File: src/rtl/bmd_256_latency_pkg.sv
// bmd_256_latency_pkg: shared defaults, drain FSM states and record field offsets
package bmd_256_latency_pkg;
    localparam int CNT_W_DEF = 40;
    localparam int DEPTH_DEF = 8192;
    localparam int REC_TS_LSB = 0;
    typedef enum logic [2:0] {IDLE, READ, CAPT, PRESENT, DONE} drain_state_t;
    function automatic int rec_iv_lsb(input int cnt_w);
        return REC_TS_LSB + cnt_w;
    endfunction
endpackage

File: src/rtl/bmd_256_interval_stats.sv
// bmd_256_interval_stats: modular interval register plus min/max/saturating-sum run statistics
module bmd_256_interval_stats
    import bmd_256_latency_pkg::*;
#(
    parameter int CNT_W = CNT_W_DEF,
    parameter int SUM_W = CNT_W_DEF + 13
) (
    input  logic             clk,
    input  logic             rst,
    input  logic             capt,
    input  logic             acc,
    input  logic             first,
    input  logic [CNT_W-1:0] ts,
    input  logic [CNT_W-1:0] prev_ts,
    output logic [CNT_W-1:0] interval,
    output logic [CNT_W-1:0] min_interval,
    output logic [CNT_W-1:0] max_interval,
    output logic [SUM_W-1:0] sum_interval
);
    logic [SUM_W:0] sum_nx;
    assign sum_nx = {1'b0, sum_interval} + (SUM_W+1)'(interval);
    always_ff @(posedge clk) begin
        if (rst) begin
            interval     <= '0;
            min_interval <= '1;
            max_interval <= '0;
            sum_interval <= '0;
        end else begin
            if (capt) interval <= first ? '0 : ts - prev_ts;
            if (acc) begin
                min_interval <= interval < min_interval ? interval : min_interval;
                max_interval <= interval > max_interval ? interval : max_interval;
                sum_interval <= sum_nx[SUM_W] ? '1 : sum_nx[SUM_W-1:0];
            end
        end
    end
endmodule

File: src/rtl/bmd_256_latency_drain.sv
// bmd_256_latency_drain: drains the timestamp FIFO into {interval, timestamp} records;
// define BMD_LATENCY_STATS_EN to build the min/max/sum interval statistics.
module bmd_256_latency_drain
    import bmd_256_latency_pkg::*;
#(
    parameter int CNT_W = CNT_W_DEF,
    parameter int DEPTH = DEPTH_DEF,
    parameter int IDX_W = $clog2(DEPTH + 1),
    parameter int SUM_W = CNT_W + IDX_W - 1
) (
    input  logic               clk,
    input  logic               rst,
    input  logic               latency_reset_signal,
    input  logic               fifo_read_trigger,
    input  logic               fifo_counter_empty,
    input  logic [CNT_W-1:0]   fifo_counter_value_out,
    output logic               fifo_counter_read_en,
    output logic               rec_valid,
    input  logic               rec_ready,
    output logic [2*CNT_W-1:0] rec_data,
    output logic [IDX_W-1:0]   sample_count,
    output logic [CNT_W-1:0]   min_interval,
    output logic [CNT_W-1:0]   max_interval,
    output logic [SUM_W-1:0]   sum_interval,
    output logic               drain_done
);
    localparam int IV_LSB = rec_iv_lsb(CNT_W);
    localparam logic [IDX_W-1:0] LAST = IDX_W'(DEPTH - 1);
    drain_state_t state;
    logic [CNT_W-1:0] rec_ts, prev_ts, interval;
    logic clr, hs, first, capt;
    assign clr   = rst | latency_reset_signal;
    assign hs    = rec_valid & rec_ready;
    assign first = sample_count == '0;
    // CAPT spends its first cycle waiting for dout to follow the read pulse
    assign capt  = state == CAPT && !fifo_counter_read_en;
    assign rec_data[REC_TS_LSB +: CNT_W] = rec_ts;
    assign rec_data[IV_LSB +: CNT_W]     = interval;
    always_ff @(posedge clk) begin
        if (clr) begin
            state                <= IDLE;
            fifo_counter_read_en <= 1'b0;
            rec_valid            <= 1'b0;
            drain_done           <= 1'b0;
            rec_ts               <= '0;
            prev_ts              <= '0;
            sample_count         <= '0;
        end else begin
            fifo_counter_read_en <= 1'b0;
            case (state)
                IDLE: if (fifo_read_trigger) state <= READ;
                READ: begin
                    if (!fifo_counter_empty) begin
                        fifo_counter_read_en <= 1'b1;
                        state                <= CAPT;
                    end else if (!fifo_read_trigger) begin
                        drain_done <= 1'b1;
                        state      <= DONE;
                    end
                end
                CAPT: begin
                    if (capt) begin
                        rec_ts    <= fifo_counter_value_out;
                        rec_valid <= 1'b1;
                        state     <= PRESENT;
                    end
                end
                PRESENT: begin
                    if (hs) begin
                        rec_valid    <= 1'b0;
                        prev_ts      <= rec_ts;
                        sample_count <= sample_count + 1'b1;
                        if (sample_count == LAST) begin
                            drain_done <= 1'b1;
                            state      <= DONE;
                        end else if (!fifo_counter_empty) begin
                            // issue the next read straight from the handshake to keep 3 cycles/record
                            fifo_counter_read_en <= 1'b1;
                            state                <= CAPT;
                        end else begin
                            state <= READ;
                        end
                    end
                end
                default: ;
            endcase
        end
    end
`ifdef BMD_LATENCY_STATS_EN
    bmd_256_interval_stats #(.CNT_W(CNT_W), .SUM_W(SUM_W)) u_stats (
        .clk          (clk),
        .rst          (clr),
        .capt         (capt),
        .acc          (hs && !first),
        .first        (first),
        .ts           (fifo_counter_value_out),
        .prev_ts      (prev_ts),
        .interval     (interval),
        .min_interval (min_interval),
        .max_interval (max_interval),
        .sum_interval (sum_interval)
    );
`else
    always_ff @(posedge clk) begin
        if (clr) interval <= '0;
        else if (capt) interval <= first ? '0 : fifo_counter_value_out - prev_ts;
    end
    assign min_interval = '0;
    assign max_interval = '0;
    assign sum_interval = '0;
`endif
endmodule

File: config.mk
export PLATFORM = sky130hd
export DESIGN_NAME = bmd_256_latency_drain
export DESIGN_NICKNAME = d
export VERILOG_FILES = /design/src/rtl/bmd_256_latency_pkg.sv /design/src/rtl/bmd_256_interval_stats.sv /design/src/rtl/bmd_256_latency_drain.sv
export SDC_FILE = /design/constraint.sdc
export NUM_CORES = 1
export LEC_CHECK = 0
export ABC_AREA = 1
export BUFFER_PORTS_ARGS = -buffer_cell sky130_fd_sc_hd__buf_4
export CORE_ASPECT_RATIO = 0.7
export CORE_UTILIZATION = 35
export CTS_BUF_LIST = sky130_fd_sc_hd__clkbuf_4
export CTS_CLUSTER_SIZE = 14
export DETAILED_ROUTE_END_ITERATION = 10
export SLEW_MARGIN = 40
export SYNTH_ARGS = -nofsm -noshare
export SYNTH_HDL_FRONTEND = slang
export SYNTH_HIERARCHICAL = 1
export SYNTH_SLANG_ARGS = --single-unit
File: constraint.sdc
create_clock -name clk -period 2.6 [get_ports clk]
set_input_delay 0.39 -clock clk [delete_from_list [all_inputs] [get_ports clk]]
set_output_delay 0.39 -clock clk [all_outputs]
set_load 0.02 [all_outputs]
# After elaboration in Yosys (flattened, before gate mapping)
# Cells that the tools add are included.
dict set report word_totals {
  inputBits 46
  out_inout_bits 230
  regBits 140
  elab_cells 56
}
dict set report classes {
  eq_ne 11
  reduce_logical 12
  bitwise 2
  n_addsub 2
  muxes 21
}
# operator n
set ops {}
lappend ops {{$mux 40} 1}
lappend ops {{$sub 40x40->40} 1}
lappend ops {{$mux 3} 6}
lappend ops {{$add 14x1->14 const B} 1}
lappend ops {{$eq 14x13->1 const B} 1}
lappend ops {{$logic_not 14->1} 1}
lappend ops {{$ne 2x2->1 const B} 6}
lappend ops {{$pmux 3 s4} 1}
lappend ops {{$reduce_and 5->1} 2}
lappend ops {{$mux 1} 9}
lappend ops {{$eq 3x2->1 const B} 2}
lappend ops {{$pmux 1 s2} 3}
lappend ops {{$reduce_and 2->1} 2}
lappend ops {{$reduce_bool 2->1} 2}
lappend ops {{$reduce_bool 4->1} 1}
lappend ops {{$eq 3x1->1 const B} 1}
lappend ops {{$logic_not 3->1} 1}
lappend ops {{$ne 3x3->1 const B} 1}
lappend ops {{$reduce_and 3->1} 1}
lappend ops {{$mux 2} 1}
lappend ops {{$and 1x1->1} 1}
lappend ops {{$logic_and 1x1->1} 1}
lappend ops {{$logic_not 1->1} 1}
lappend ops {{$or 1x1->1} 1}

# Logic depth before layout (Yosys ltp)
dict set report logic_depth {
  ltp_word 4
  mapped_depth 15
  ltp_nobuf 15
}

# Worst setup path after synthesis
# OpenSTA, ideal clock, no wires.
dict set report synth_path {
  kind {input to register}
  from {in fifo_counter_value_out[0]}
  to {reg interval[32]}
  t_required_ps 2457
  arrival_time_ps 1866
  setup_slack_ps 590
  n_path_buf 0
  stages 15
  setup_ps 143
  cell_sequence {inv_1 ha_1 fa_1 inv_1 nand3_1 nand3_1 nand2_1 nand2_1 nand3_1 nand2_1 nand2_1 nand2_1 nand2_1 nand3_2 a21oi_2}
}
dict set report synth_between {
  elab_chain_len 2
}
# item line
set synth_lines {}
lappend synth_lines {{start: declaration} bmd_256_latency_drain.sv:16} ;# input logic [CNT_W-1:0] fifo_counter_value_out,
lappend synth_lines {{$sub 40x40->40} bmd_256_latency_drain.sv:106} ;# else if (capt) interval <= first ? '0 : fifo_counter_value_out - prev_ts;
lappend synth_lines {{$mux 40} bmd_256_latency_drain.sv:106}
lappend synth_lines {{end signal: assignment} bmd_256_latency_drain.sv:106}
lappend synth_lines {{end: declaration} bmd_256_latency_drain.sv:30} ;# logic [CNT_W-1:0] rec_ts, prev_ts, interval;
# Every way passes these cells.
# A chain may end at the register's enable or synchronous reset.

# Final worst setup path
dict set report layout_path {
  from {in fifo_counter_value_out[5]}
  to {reg interval[23]}
}
# The elaborated chain is that of the path after synthesis.

==> metrics.csv <==
stage;metric;value;unit
cells_and_area;Cell Count, Final, Fillers Out;1923;
cells_and_area;final net count;1641;
cells_and_area;Fill cells;2796;
pwr;PwrDens;430;nW/um^2
route;router iterations before antenna repair;5;
cts;Longest Clk Path Bufs;2;
logic_synthesis;Compound-Gate Fraction of Synth Area;0.143;
setup_path;crit path capture type;register;
pwr;maximum VDD drop;0.000233;V
pwr;P_leak;5.03;nW
logic_synthesis;Post-Syn Area;9340;um^2
cts;clock tree from TritonCTS;built;
timing;skew final;0.0385;ns
route;1st-iter DRT viols;566;
cts;clk_lat worst skew;0.60;ns
global_route;GRT Util Overall;0.192;
floorplan;Die X;197;um
logic_synthesis;count of cell types in the netlist;40;
route;mean number of vias per cell;4.47;
job;max cap viols;0;
setup_path;CP top delay family;simple AND/OR/NAND/NOR gates;
cts;H-tree depth;4;
logic_synthesis;number of synthesized register bits;140;
route;final wirelength;26300;um
cells_and_area;layout cell share with drive strength beyond 1;0.179;
floorplan;initial core utilization;0.360;
setup_path;crit path buf inv count;3;
pwr;fraction of power consumed by sequential logic;0.465;
timing;count of final max-slew check failures;0;
floorplan;die area;27400;um^2
cts;Clock transition at path regs;0.12;ns
pwr;Sw Share;0.321;
logic_synthesis;Post-Synth Adder-Cell Area;0.0571;
cells_and_area;most frequent cells in the layout;335 x nand2_1, 178 x inv_1, 166 x nor2_1;
setup_path;Worst EP required;3.07;ns
setup_path;CP cell instances;dlygate4sd3_1 -> buf_4 -> ha_1 -> nand2_1 -> inv_1 -> a21oi_1 -> nand2_1 -> nand2_1 -> nand3_1 -> or2_2 -> nand3_1 -> a21oi_1;
floorplan;Core Rows;49;
cells_and_area;commonest non-fill, non-tap cell in the layout;nand2_1;
logic_synthesis;Simple-Gate Fraction of Synth Area;0.296;
route;Routed Antenna Nets;0;
setup_path;Worst EP arrival;2.83;ns
logic_synthesis;Post-synth EDFFs;0;
placed_design;hpwl dp;20200;um
outcome;outcome;finished, final reports clean;
floorplan;DIE HEIGHT;139;um
global_route;antenna violations before repair;0;
route;Metal-1 WL;13600;um
setup_path;startpoint class of the critical path;input pin;
setup_path;most used cell, CP;nand2_1;
pwr;clock share of power;0.366;
timing;achievable frequency;423;MHz
global_route;first-pass GRT wire length;41400;um
route;DR top layer;met4;
logic_synthesis;YS warnings;6;
logic_synthesis;sequential area share after synthesis;0.300;
setup_path;slowest CP cell;dlygate4sd3_1;
logic_synthesis;Synth Area in XOR/XNOR;0.00375;
global_route;global route total overflow;0;
route;DRC;0;
timing;Final setup viols;0;
route;wire length on met3;1690;um
placed_design;placed cell count;1878;
timing;RSZ-0062 raised after global routing;false;
setup_path;worst-path fanout max;5;
pwr;Internal;0.00315;W
timing;final period utilization;0.910;
floorplan;core box area;25900;um^2
pwr;switching power;0.00149;W
placed_design;port buffer count;142;
timing;Worst Tran Pin Value;0.752;ns
logic_synthesis;async set-or-reset flop fraction in the synthesized netlist;0;
route;met2 wire length;10800;um
setup_path;max incr delay on CP;0.53;ns
timing;max_slew headroom;0.499;
cts;clk sink count;140;
global_route;vias in the first global route;7799;
global_route;largest net degree at the start of global routing;89;
logic_synthesis;Post-Syn Instances;1407;
timing;setup tns final;0;ns
timing;minimum clock period;2.37;ns
placed_design;GPL Wtd Cong;0.888;
logic_synthesis;synthesized area per cell;6.64;um^2
logic_synthesis;mux contribution to synthesized area;0;
timing;final hold violations;0;
hold_path;Hold Crit Class;input pin to register;
cells_and_area;# diodes;0;
pwr;Comb power frac;0.169;
route;Vias;8597;
floorplan;IO Pins;276;
cells_and_area;P&R area growth vs syn;15.2;%
logic_synthesis;Synth Flop Type;dfxtp_1;
cts;CTS Buf Count;17;
cts;CTS root buffer;clkbuf_4;
route;WL per Instance;13.7;um
setup_path;Setup CP Type;input pin to register;
logic_synthesis;largest family of logic cells by synthesized area;simple AND/OR/NAND/NOR gates;
==> sequential cells by signal, summed over array words and instances (netlist names) <==
signal,count
sample_count,14
state,3
interval,40
rec_valid,1
rec_ts,40
fifo_counter_read_en,1
drain_done,1
prev_ts,40
==> stage by stage <==
| stage | hold WS (ns) | utilization | power (W) | area, um^2 | setup slack [ns] |
|---|---|---|---|---|---|
| 5_1_grt | 0.0122 | 0.415 | 0.00485 | 10800 | 0.132 |
| 3_5_place_dp | 0.451 | 0.397 | 0.00296 | 10300 | 0.131 |
| 2_1_floorplan | 0.433 | - | 0.00290 | 9840 | 0.590 |
| 6_report | 0.0482 | 0.415 | 0.00463 | 10800 | 0.233 |
| 4_1_cts | 0.00228 | 0.414 | 0.00467 | 10700 | 0.277 |
| 3_3_place_gp | 0.444 | 0.397 | 0.00296 | 10300 | 0.127 |
==> timing repair <==
item	in CTS	in global routing
endpoints found under the setup margin	0	0
endpoints found under the hold margin	11	2
hold buffers	11	2
buffers inserted	0	0
gates resized for setup	0	0
==> final cells by class <==
cell class | instances | area [um^2] | share of cell area
inverters | 183 | 687 | 0.0638
well taps | 357 | 447 | 0.0415
repair buffers | 167 | 1320 | 0.123
clock inverters | 14 | 193 | 0.0179
clock buffers | 18 | 135 | 0.0126
flip-flops and latches | 140 | 2800 | 0.260
multi-input cells | 1044 | 5170 | 0.481
==> path summary, 6_finish.rpt <==
check	startpoint	end	slack (ns)	depth (start not counted)
max reg2reg	prev_ts[2]	interval[23]	0.25	13
min reg2reg	drain_done	drain_done	0.46	2
min	fifo_counter_value_out[36]	rec_ts[36]	0.05	3
max	fifo_counter_value_out[5]	interval[23]	0.23	12
==> worst register-to-register path: cells and delay by family (launching register included) <==
kind | cells | cell delay [ns]
compound gates | 1 | 0.06
buf+inv | 2 | 0.10
fa+ha+maj | 1 | 0.36
simple gates | 9 | 1.38
flops | 1 | 0.33
==> cells by family (layout without fill, tap and decap cells) <==
group                    Yosys count  in the layout
AO/OA/AOI/OAI                    236            236
XOR/XNOR                           4              4
adder cells (fa/ha/maj)           42             42
AND/OR/NAND/NOR                  629            629
other                              1            133
buffers and inverters            355            382
flip-flops                       140            140
==> power groups by stage <==
stage	sequential [W]	combinational, W	clock, W
finish	0.00215	0.000783	0.00169
floorplan	0.00221	0.000696	0
CTS	0.00216	0.000772	0.00174
global placement	0.00220	0.000754	0
global route	0.00216	0.000869	0.00182
detailed placement	0.00220	0.000757	0
==> synth_stat cells (all sizes together), types with 6 or more instances <==
library cell	n	share of area
clkbuf	30	0.012
nand2	337	0.14
nor3	6	0.0032
o21ai	99	0.053
dfxtp	140	0.30
a21oi	127	0.079
ha	41	0.055
inv	182	0.073
nor2	172	0.074
nand3	83	0.062
buf	142	0.11
or2	20	0.013
==> per-layer routing <==
layer	vias up	track usage
li1	4467	-
met1	3910	0.287
met2	210	0.280
met3	10	0.0426
met4	0	0.0367
met5	-	0
(Power assumes the default switching activity.)
